`src/rtl/clk_div_seq_pkg.sv`:
```
// rtl/clk_div_seq_pkg.sv - shared types and constants for the clock divider sequencer
//
// Purpose : sequencer state encoding and the minimum legal half-period.
// Ports   : none (package).

package clk_div_seq_pkg;

    typedef enum logic [1:0] {
        IDLE      = 2'd0,
        RUN       = 2'd1,
        STOP_PEND = 2'd2
    } seq_state_t;

    // Smallest half-period; a requested 0 is promoted to this value.
    localparam int N_MIN = 1;

endpackage

```
`src/rtl/clk_div_sequencer_if.sv`:
```
// rtl/clk_div_sequencer_if.sv - control/status bundle between host and clock divider sequencer
//
// Purpose : groups start/stop, the half-period config handshake and the divided
//           clock outputs. The period_count signal exists only when
//           CLK_DIV_SEQ_PERIOD_CNT_EN is defined.
// Ports   : master = host side (drives start, stop, cfg_valid, cfg_n)
//           slave  = sequencer side (drives cfg_ready, clk_out, rise_tick,
//                    fall_tick, running, period_count)

interface clk_div_sequencer_if #(
    parameter int WIDTH = 8
`ifdef CLK_DIV_SEQ_PERIOD_CNT_EN
  , parameter int CNT_W = 16
`endif
);

    logic             start;
    logic             stop;
    logic             cfg_valid;
    logic [WIDTH-1:0] cfg_n;
    logic             cfg_ready;
    logic             clk_out;
    logic             rise_tick;
    logic             fall_tick;
    logic             running;
`ifdef CLK_DIV_SEQ_PERIOD_CNT_EN
    logic [CNT_W-1:0] period_count;

    modport master (
        output start, stop, cfg_valid, cfg_n,
        input  cfg_ready, clk_out, rise_tick, fall_tick, running, period_count
    );

    modport slave (
        input  start, stop, cfg_valid, cfg_n,
        output cfg_ready, clk_out, rise_tick, fall_tick, running, period_count
    );
`else
    modport master (
        output start, stop, cfg_valid, cfg_n,
        input  cfg_ready, clk_out, rise_tick, fall_tick, running
    );

    modport slave (
        input  start, stop, cfg_valid, cfg_n,
        output cfg_ready, clk_out, rise_tick, fall_tick, running
    );
`endif

endinterface

```
`src/rtl/clk_div_core.sv`:
```
// rtl/clk_div_core.sv - half-period counter and divided clock toggle register
//
// Purpose : counts 0..N_active-1 and toggles clk_out at the terminal count.
//           Holds cnt and clk_out at 0 while en is low.
// Ports   : clk_in, reset     - clock, asynchronous active-high reset
//           en                - divide when high, hold cleared when low
//           load, n_load      - replace N_active at the next edge
//           clk_out           - registered divided clock
//           toggle_hi2lo      - this edge takes clk_out from 1 to 0
//           toggle_lo2hi      - this edge takes clk_out from 0 to 1

module clk_div_core #(
    parameter int WIDTH   = 8,
    parameter int N_RESET = 1
) (
    input  logic             clk_in,
    input  logic             reset,
    input  logic             en,
    input  logic             load,
    input  logic [WIDTH-1:0] n_load,
    output logic             clk_out,
    output logic             toggle_hi2lo,
    output logic             toggle_lo2hi
);

    logic [WIDTH-1:0] cnt;
    logic [WIDTH-1:0] n_active;
    logic             at_end;

    // N_active is never 0, so the subtraction cannot wrap.
    assign at_end       = (cnt == (n_active - WIDTH'(1)));
    assign toggle_hi2lo = en && at_end && clk_out;
    assign toggle_lo2hi = en && at_end && !clk_out;

    always_ff @(posedge clk_in or posedge reset) begin
        if (reset) begin
            cnt      <= '0;
            clk_out  <= 1'b0;
            n_active <= WIDTH'(N_RESET);
        end else begin
            if (load) begin
                n_active <= n_load;
            end
            if (!en) begin
                cnt     <= '0;
                clk_out <= 1'b0;
            end else if (at_end) begin
                cnt     <= '0;
                clk_out <= ~clk_out;
            end else begin
                cnt <= cnt + WIDTH'(1);
            end
        end
    end

endmodule

```
`src/rtl/clk_div_sequencer.sv`:
```
// rtl/clk_div_sequencer.sv - run-time programmable even clock divider controller
//
// Purpose : start/stop sequencing, half-period reprogramming and tick
//           generation around clk_div_core. Divisor changes and stops only
//           land on the high-to-low toggle, so no runt pulses are produced.
//           Optional feature macro: CLK_DIV_SEQ_PERIOD_CNT_EN adds the
//           completed-period counter period_count.
// Ports   : clk_in  - sole clock
//           reset   - asynchronous active-high reset
//           bus     - clk_div_sequencer_if.slave (start, stop, cfg_valid,
//                     cfg_n in; cfg_ready, clk_out, rise_tick, fall_tick,
//                     running, [period_count] out)

module clk_div_sequencer
    import clk_div_seq_pkg::*;
#(
    parameter int WIDTH   = 8,
    parameter int N_RESET = 1,
    parameter int CNT_W   = 16
) (
    input  logic                  clk_in,
    input  logic                  reset,
    clk_div_sequencer_if.slave    bus
);

    if (N_RESET < N_MIN || N_RESET >= (1 << WIDTH) || CNT_W < 1) begin : g_bad_param
        $error("clk_div_sequencer: illegal N_RESET/WIDTH/CNT_W combination");
    end

    seq_state_t       state_q;
    seq_state_t       state_d;
    logic             en;
    logic             load;
    logic             xfer;
    logic             cfg_ready_q;
    logic [WIDTH-1:0] n_pend;
    logic             toggle_hi2lo;
    logic             toggle_lo2hi;
    logic             rise_tick_q;
    logic             fall_tick_q;
    logic             core_clk_out;

    clk_div_core #(
        .WIDTH   (WIDTH),
        .N_RESET (N_RESET)
    ) u_core (
        .clk_in       (clk_in),
        .reset        (reset),
        .en           (en),
        .load         (load),
        .n_load       (n_pend),
        .clk_out      (core_clk_out),
        .toggle_hi2lo (toggle_hi2lo),
        .toggle_lo2hi (toggle_lo2hi)
    );

    always_ff @(posedge clk_in or posedge reset) begin
        if (reset) begin
            state_q <= IDLE;
        end else begin
            state_q <= state_d;
        end
    end

    always_comb begin
        state_d = state_q;
        en      = (state_q != IDLE);
        xfer    = bus.cfg_valid && cfg_ready_q;
        // A staged value lands immediately when idle, otherwise only on the
        // falling toggle so the next low phase is the first to use it.
        load    = !cfg_ready_q && ((state_q == IDLE) || toggle_hi2lo);
        case (state_q)
            IDLE: begin
                if (bus.start) begin
                    state_d = RUN;
                end
            end
            RUN: begin
                if (bus.stop) begin
                    state_d = STOP_PEND;
                end
            end
            STOP_PEND: begin
                // The final fall wins over a same-edge start, keeping the
                // next low phase a full N cycles long.
                if (toggle_hi2lo) begin
                    state_d = IDLE;
                end else if (bus.start && !bus.stop) begin
                    state_d = RUN;
                end
            end
            default: begin
                state_d = IDLE;
            end
        endcase
    end

    always_ff @(posedge clk_in or posedge reset) begin
        if (reset) begin
            cfg_ready_q <= 1'b1;
            n_pend      <= WIDTH'(N_MIN);
        end else if (xfer) begin
            cfg_ready_q <= 1'b0;
            n_pend      <= (bus.cfg_n == '0) ? WIDTH'(N_MIN) : bus.cfg_n;
        end else if (load) begin
            cfg_ready_q <= 1'b1;
        end
    end

    // Ticks are registered from the same toggle decode as clk_out so they
    // line up with it cycle for cycle.
    always_ff @(posedge clk_in or posedge reset) begin
        if (reset) begin
            rise_tick_q <= 1'b0;
            fall_tick_q <= 1'b0;
        end else begin
            rise_tick_q <= toggle_lo2hi;
            fall_tick_q <= toggle_hi2lo;
        end
    end

`ifdef CLK_DIV_SEQ_PERIOD_CNT_EN
    logic [CNT_W-1:0] period_cnt_q;

    always_ff @(posedge clk_in or posedge reset) begin
        if (reset) begin
            period_cnt_q <= '0;
        end else if (toggle_hi2lo) begin
            period_cnt_q <= period_cnt_q + CNT_W'(1);
        end
    end

    assign bus.period_count = period_cnt_q;
`endif

    assign bus.cfg_ready = cfg_ready_q;
    assign bus.clk_out   = core_clk_out;
    assign bus.rise_tick = rise_tick_q;
    assign bus.fall_tick = fall_tick_q;
    assign bus.running   = (state_q != IDLE);

endmodule

```
`src/flat_wrapper.sv`:
```
// flat-port wrapper written by rule: the top's interface ports become plain ports
module clk_div_sequencer_flat import clk_div_seq_pkg::*;
#(
    parameter int WIDTH   = 8,
    parameter int N_RESET = 1,
    parameter int CNT_W   = 16
)
  (clk_in, reset, bus_start, bus_stop, bus_cfg_valid, bus_cfg_n, bus_cfg_ready, bus_clk_out, bus_rise_tick, bus_fall_tick, bus_running);
  clk_div_sequencer_if #(.WIDTH(WIDTH)) bus_i ();
  input  logic clk_in;
  input  logic reset;
  input wire logic [$bits(bus_i.start)-1:0] bus_start;
  input wire logic [$bits(bus_i.stop)-1:0] bus_stop;
  input wire logic [$bits(bus_i.cfg_valid)-1:0] bus_cfg_valid;
  input wire logic [$bits(bus_i.cfg_n)-1:0] bus_cfg_n;
  output wire logic [$bits(bus_i.cfg_ready)-1:0] bus_cfg_ready;
  output wire logic [$bits(bus_i.clk_out)-1:0] bus_clk_out;
  output wire logic [$bits(bus_i.rise_tick)-1:0] bus_rise_tick;
  output wire logic [$bits(bus_i.fall_tick)-1:0] bus_fall_tick;
  output wire logic [$bits(bus_i.running)-1:0] bus_running;
  assign bus_i.start = bus_start;
  assign bus_i.stop = bus_stop;
  assign bus_i.cfg_valid = bus_cfg_valid;
  assign bus_i.cfg_n = bus_cfg_n;
  assign bus_cfg_ready = bus_i.cfg_ready;
  assign bus_clk_out = bus_i.clk_out;
  assign bus_rise_tick = bus_i.rise_tick;
  assign bus_fall_tick = bus_i.fall_tick;
  assign bus_running = bus_i.running;
  clk_div_sequencer #(.WIDTH(WIDTH), .N_RESET(N_RESET), .CNT_W(CNT_W)) u_core (.clk_in(clk_in), .reset(reset), .bus(bus_i));
endmodule
```
`config.mk`:
```
export PLATFORM = sky130hd
export DESIGN_NAME = clk_div_sequencer_flat
export DESIGN_NICKNAME = d
export VERILOG_FILES = /design/src/rtl/clk_div_seq_pkg.sv /design/src/rtl/clk_div_sequencer_if.sv /design/src/rtl/clk_div_core.sv /design/src/rtl/clk_div_sequencer.sv /design/src/flat_wrapper.sv
export SDC_FILE = /design/constraint.sdc
export NUM_CORES = 1
export LEC_CHECK = 0
export ABC_AREA = 1
export ABC_CLOCK_PERIOD_IN_PS = 2500
export CAP_MARGIN = 0
export CORE_ASPECT_RATIO = 1.2
export CORE_MARGIN = 8
export CORE_UTILIZATION = 35
export DETAILED_ROUTE_END_ITERATION = 8
export SLEW_MARGIN = 15
export SYNTH_ARGS = -nofsm -noshare
export SYNTH_HDL_FRONTEND = slang
export SYNTH_HIERARCHICAL = 1
export SYNTH_SLANG_ARGS = --single-unit
```
`constraint.sdc`:
```
create_clock -name clk_in -period 2.5 [get_ports clk_in]
set_input_delay 0.25 -clock clk_in [delete_from_list [all_inputs] [get_ports clk_in]]
set_output_delay 0.25 -clock clk_in [all_outputs]
set_load 0.01 [all_outputs]
```
== Word level (Yosys, flattened, before mapping) ==
Cells that the tools add are included.
Widths: inputs -> output; s select.

* Logic and storage cells: 45
* Bits in registers: 30
* Bits of input ports: 13

* $add $sub $neg: 2
* Reductions and logical operators: 15
* Equal/unequal tests: 7
* Bitwise gates (word level): 1
* Muxes and demuxes: 12

{| class="wikitable"
|+ Operator list
! operator !! count
|-
| $mux 8 || 3
|-
| $add 8x1->8 const B || 1
|-
| $eq 8x8->1 || 1
|-
| $logic_not 8->1 || 1
|-
| $mux 2 || 4
|-
| $sub 8x1->8 const B || 1
|-
| $logic_and 1x1->1 || 6
|-
| $pmux 2 s3 || 1
|-
| $mux 1 || 4
|-
| $ne 2x2->1 const B || 2
|-
| $reduce_bool 2->1 || 2
|-
| $logic_not 1->1 || 3
|-
| $ne 3x3->1 const B || 1
|-
| $reduce_and 3->1 || 1
|-
| $eq 2x1->1 const B || 1
|-
| $eq 2x2->1 const B || 1
|-
| $logic_not 2->1 || 1
|-
| $ne 2x1->1 const B || 1
|-
| $logic_or 1x1->1 || 1
|-
| $not 1->1 || 1
|}

== Logic depth before layout (Yosys ltp) ==
Gate-level depths: netlist (run 1).

* Word-level depth: 8
* Gate-level depth with buffers: 16
* Gate-level depth less buffers: 15

== Cells and area by module ==
Netlist (run 1), hierarchy kept.

{| class="wikitable"
|+ By module, submodules not included
! module !! instances !! seq. area each (µm²) !! area an instance (µm²) !! cells an instance
|-
| clk_div_core || 1 || 426.7 || 1001.0 || 136
|-
| clk_div_sequencer || 1 || 327.8 || 559.3 || 68
|}

== Worst setup path before layout (run 1) ==
No wires, ideal clock.

* Kind: register to register
* Start: register u_core.u_core.n_active[0]
* End: register u_core.u_core.n_active[1]
* Buffers on the path: 1
* Arrival: 2259 ps
* Stages on the path, launching flop included: 16
* Setup time: 136 ps
* Data required time: 2364 ps
* Period minus slack after synthesis: 2394 ps
* Path slack: 106 ps
* Cell sequence: dfstp_2 inv_2 ha_1 nand2_1 inv_1 nor2_1 nand2_1 nor2_1 nand3_1 nor2_1 nand2_2 nor3_2 o21ai_1 inv_1 clkbuf_1 o21ai_0

* Cells in the longest elaborated chain, start to end: 6

{| class="wikitable"
|+ Ends and longest elaborated chain
! element !! line !! text
|-
| start: declaration || clk_div_core.sv:27 || <nowiki>logic [WIDTH-1:0] n_active;</nowiki>
|-
| start signal: assignment || clk_div_core.sv:39 || <nowiki>n_active <= WIDTH'(N_RESET);</nowiki>
|-
| start signal: assignment || clk_div_core.sv:42 || <nowiki>n_active <= n_load;</nowiki>
|-
| $sub 8x1->8 || clk_div_core.sv:31 || <nowiki>assign at_end = (cnt == (n_active - WIDTH'(1)));</nowiki>
|-
| $eq 8x8->1 || clk_div_core.sv:31 ||
|-
| $logic_and 1x1->1 (2 in a row) || clk_div_core.sv:32 || <nowiki>assign toggle_hi2lo = en && at_end && clk_out;</nowiki>
|-
| net u_core.toggle_hi2lo || clk_div_sequencer.sv:37 || <nowiki>logic toggle_hi2lo;</nowiki>
|-
| $logic_or 1x1->1 || clk_div_sequencer.sv:71 || <nowiki>load = !cfg_ready_q && ((state_q == IDLE) || toggle_hi2lo);</nowiki>
|-
| $logic_and 1x1->1 || clk_div_sequencer.sv:71 ||
|-
| net u_core.load || clk_div_sequencer.sv:33 || <nowiki>logic load;</nowiki>
|}

The timed path passes the listed nets, and every way through them passes these cells.
A chain may end at the register's enable or synchronous reset.

== Worst setup path in the final report (run 1) ==
* Start: register u_core.u_core.n_active[0]
* End: register u_core.u_core.n_active[7]

Same word-level chain as after synthesis.

==> results.yml, run 1 <==
worst_setup_path:
  cp.arrival_ns: 2.44
  crit_type: "reg -> reg"
  worst_path_largest_cell_delay_ns: 0.54
  crit_path_top_delay_cell: "dfstp_2"
  worstPathRequired_ns: 2.67
  crit_chain: "inv_2, ha_4, nand2_1, inv_1, nor2_1, nand2_1, nor2_1, nand3_1, nor2_2, nand2_2, nor3_4, o21ai_2, inv_2, mux2_2"
  start_kind: "flip-flop"
  endpoint_kind: "flip-flop"
  path_max_fanout: 6
logic_synthesis:
  ys_seq_area_frac: 0.4836
  synth_cell_types: 24
  syn_nets: 219
  ys_top_cells_by_area: "dfrtp_1 43%, nand2_1 14%, inv_1 7.2%"
  synth_most_common_cell: "nand2_1"
  yosys.area.top_type: "dfrtp_1"
  avgSynthCellArea_um2: 7.648
  synth.top_cells.by_count: "60 x nand2_1, 30 x inv_1, 27 x dfrtp_1, 25 x nor2_1, 13 x nand3_1"
  synth_edf_count: 0
  syn_area_mm2: 0.001560
  ys_async_sr_fraction: 1.000
  ys.flop_type: "dfrtp_1"
  ys_ff_latch: 30
  synth_top_area_frac: 0.4330
  syn_inst: 204
  yosysWarnings: 6
power:
  pwr-share-clk: 0.180
  cellInternalPower_w: 0.001258
  power_frac_comb: 0.437
  p_per_area_mw_per_mm2: 1099
  ir_worst_vdd_v: 0.0004661
  p_seq_frac: 0.383
  switching_share: 0.4101
  leakage_nw: 0.9752
  p_switching_w: 0.0008743
cells_and_area:
  fin_util: 0.4554
  final_cells: 287
  stdcell_area_mm2: 0.001941
  layout.nets: 245
  drive_gt1_frac: 0.1342
  diodes: 0
  areaGrowthSynthToFinish_pct: 24.38
timing:
  slew_headroom: 0.5772
  final_hold_viol_count: 0
  setup_tns_ns: 0
  skew_ns: 0.004388
  max_freq_ghz: 0.4414
  post-route-period-util: 0.9063
  fin_ws_ns: 0.2343
  min_period_ns: 2.266
  maxSlewViolCount: 0
  worstMarginPinSlew_ns: 0.6336
  finalSetupViolCount: 0
drt:
  viasPerCell: 4.408
  drt-total-wl_mm: 3.018
  routedWlPerCell_um: 10.52
  route.detailed.drc: 0
  firstDrtPassIters: 4
  routed-via-count: 1265
  drt-initial-drc-count: 73
  ant_nets: 0
placement:
  io_buffers: 17
  postPlaceCellArea_mm2: 0.001807
  dp.cells: 277
  routabilityCongestion: 0.8053
  dp_slack_ns: 0.1619
  hpwl_mm: 2.357
global_route:
  grt_pass1_wl_mm: 5.430
  grt_pass1_vias: 1290
  antenna_found_initial: 0
  grt_usage: 0.09860
  overflow: 0
  grt_max_degree: 18
clocking:
  postCtsHoldBufs: 0
  clkTransAtPathRegs_ns: 0.07
  cts_tree: "done"
  clk_latency_ns: 0.28
  cts_sinks: 30
  clockBufferDepth: 2
  cts-buffers-inserted: 5
  root_buffer: "clkbuf_8"
  h-tree-depth: 2
worst_hold_path:
  hold_path_class: "in -> async"
floorplan:
  ios: 18
  die_area_mm2: 0.006859
  coreArea_mm2: 0.004262
  start_util: 0.3661
  die_y_um: 89.14
  die_w_um: 76.95
  rows: 26
flow_run:
  cap_violations: 0
run_status:
  outcome: "completed"
==> cell usage in the layout (no fill, tap or decap) <==
master,count
nor2_1,24
nand4_1,2
clkbuf_8,5
inv_1,29
inv_2,4
a21oi_1,2
o21ai_1,3
clkdlybuf4s50_1,17
clkinv_2,1
clkinv_4,1
or2_0,1
mux2_2,1
o21ai_2,1
clkinvlp_4,1
o21ai_0,9
buf_4,3
nand2_4,1
xnor2_1,4
nand3b_1,1
nor2_2,6
ha_1,1
xor2_1,6
nor3_4,1
ha_4,1
dfrtp_1,27
nor3_1,1
nand2_2,1
dfstp_2,3
nand3_1,13
nand2_1,60
buf_6,1
==> worst max-delay path, delay by kind of cell, from the launching register on <==
kind / cells / cell delay, ns
muxes: 1 / 0.32
buffers and inverters: 3 / 0.16
adders and majority gates: 1 / 0.24
and+or+nand+nor: 8 / 0.81
AOI/OAI and AO/OA: 1 / 0.08
DFF: 1 / 0.54
==> repair_timing <==
| action | in CTS | in global routing |
|---|---|---|
| endpoints found under the hold margin | 0 | 0 |
| setup buffers | 0 | 2 |
| setup endpoints to repair | 0 | 9 |
| gates resized for setup | 0 | 6 |
==> cell type report <==
type,count,area [um2]
inverter,33,123.9
clock buffer,5,68.82
timing repair buffer,21,203.9
sequential,30,754.5
multi-input combinational,139,698.2
fill,449,2321
clock inverter,3,21.27
tap,56,70.07
==> metrics by stage <==
step,hold slack (ns),total power [W]
2_1_floorplan,0.1255,0.001464
3_3_place_gp,0.4629,0.001686
3_5_place_dp,0.4687,0.001704
4_1_cts,0.3371,0.002100
5_1_grt,0.3906,0.002355
6_report,0.3226,0.002132
==> routing by layer <==
metal,track usage,wire (um),up-vias
met5,0,0,-
met4,0.06305,78,0
met3,0.02716,83,7
met2,0.1609,1458,19
met1,0.1129,1397,567
li1,-,-,672
==> path summary, 6_finish.rpt <==
path / end / cells past startpoint / slack [ns] / from
max in group asynchronous: u_core/u_core/cnt[1] / 2 / 1.70 / reset
worst max-delay path: u_core/u_core/n_active[7] / 14 / 0.23 / u_core/u_core/n_active[0]
min in group clk_in: u_core/n_pend[5] / 2 / 0.48 / u_core/n_pend[5]
worst max register to register: u_core/u_core/n_active[7] / 14 / 0.23 / u_core/u_core/n_active[0]
worst min register to register: u_core/n_pend[5] / 2 / 0.48 / u_core/n_pend[5]
worst min-delay path: u_core/state_q[1] / 2 / 0.32 / reset
==> power groups by stage <==
stage / logic, W / clock network [W] / registers [W]
detailed placement: 0.000877 / 0 / 0.000827
floorplan: 0.000668 / 0 / 0.000797
global route: 0.00109 / 0.000421 / 0.000843
global placement: 0.000865 / 0 / 0.000821
CTS: 0.000883 / 0.000400 / 0.000818
finish: 0.000932 / 0.000384 / 0.000816
==> state kept, by name, summed over array words and instances (netlist names) <==
name / flops
u_core/u_core/cnt: 8
u_core/u_core/n_active: 8
u_core/bus.rise_tick: 1
u_core/state_q: 2
u_core/bus.cfg_ready: 1
u_core/u_core/clk_out: 1
u_core/n_pend: 8
u_core/bus.fall_tick: 1
==> cells by family after synthesis <==
| kind of cell | count (synthesis) | share of synthesized area |
|---|---|---|
| and+or+nand+nor | 111 | 0.3039 |
| buffers and inverters | 35 | 0.08500 |
| DFF | 30 | 0.4836 |
| AOI/OAI and AO/OA | 15 | 0.04811 |
| xor gates and xnor gates | 10 | 0.05613 |
| adders and majority gates | 2 | 0.01604 |
| muxes | 1 | 0.007217 |
(Power assumes the default switching activity.)
==> run 2, diff against run 1 <==
- CTS_CLUSTER_DIAMETER: default -> 150
==> results of run 2 <==
No change in the layout: final DEF, timing and power equal those of run 1.
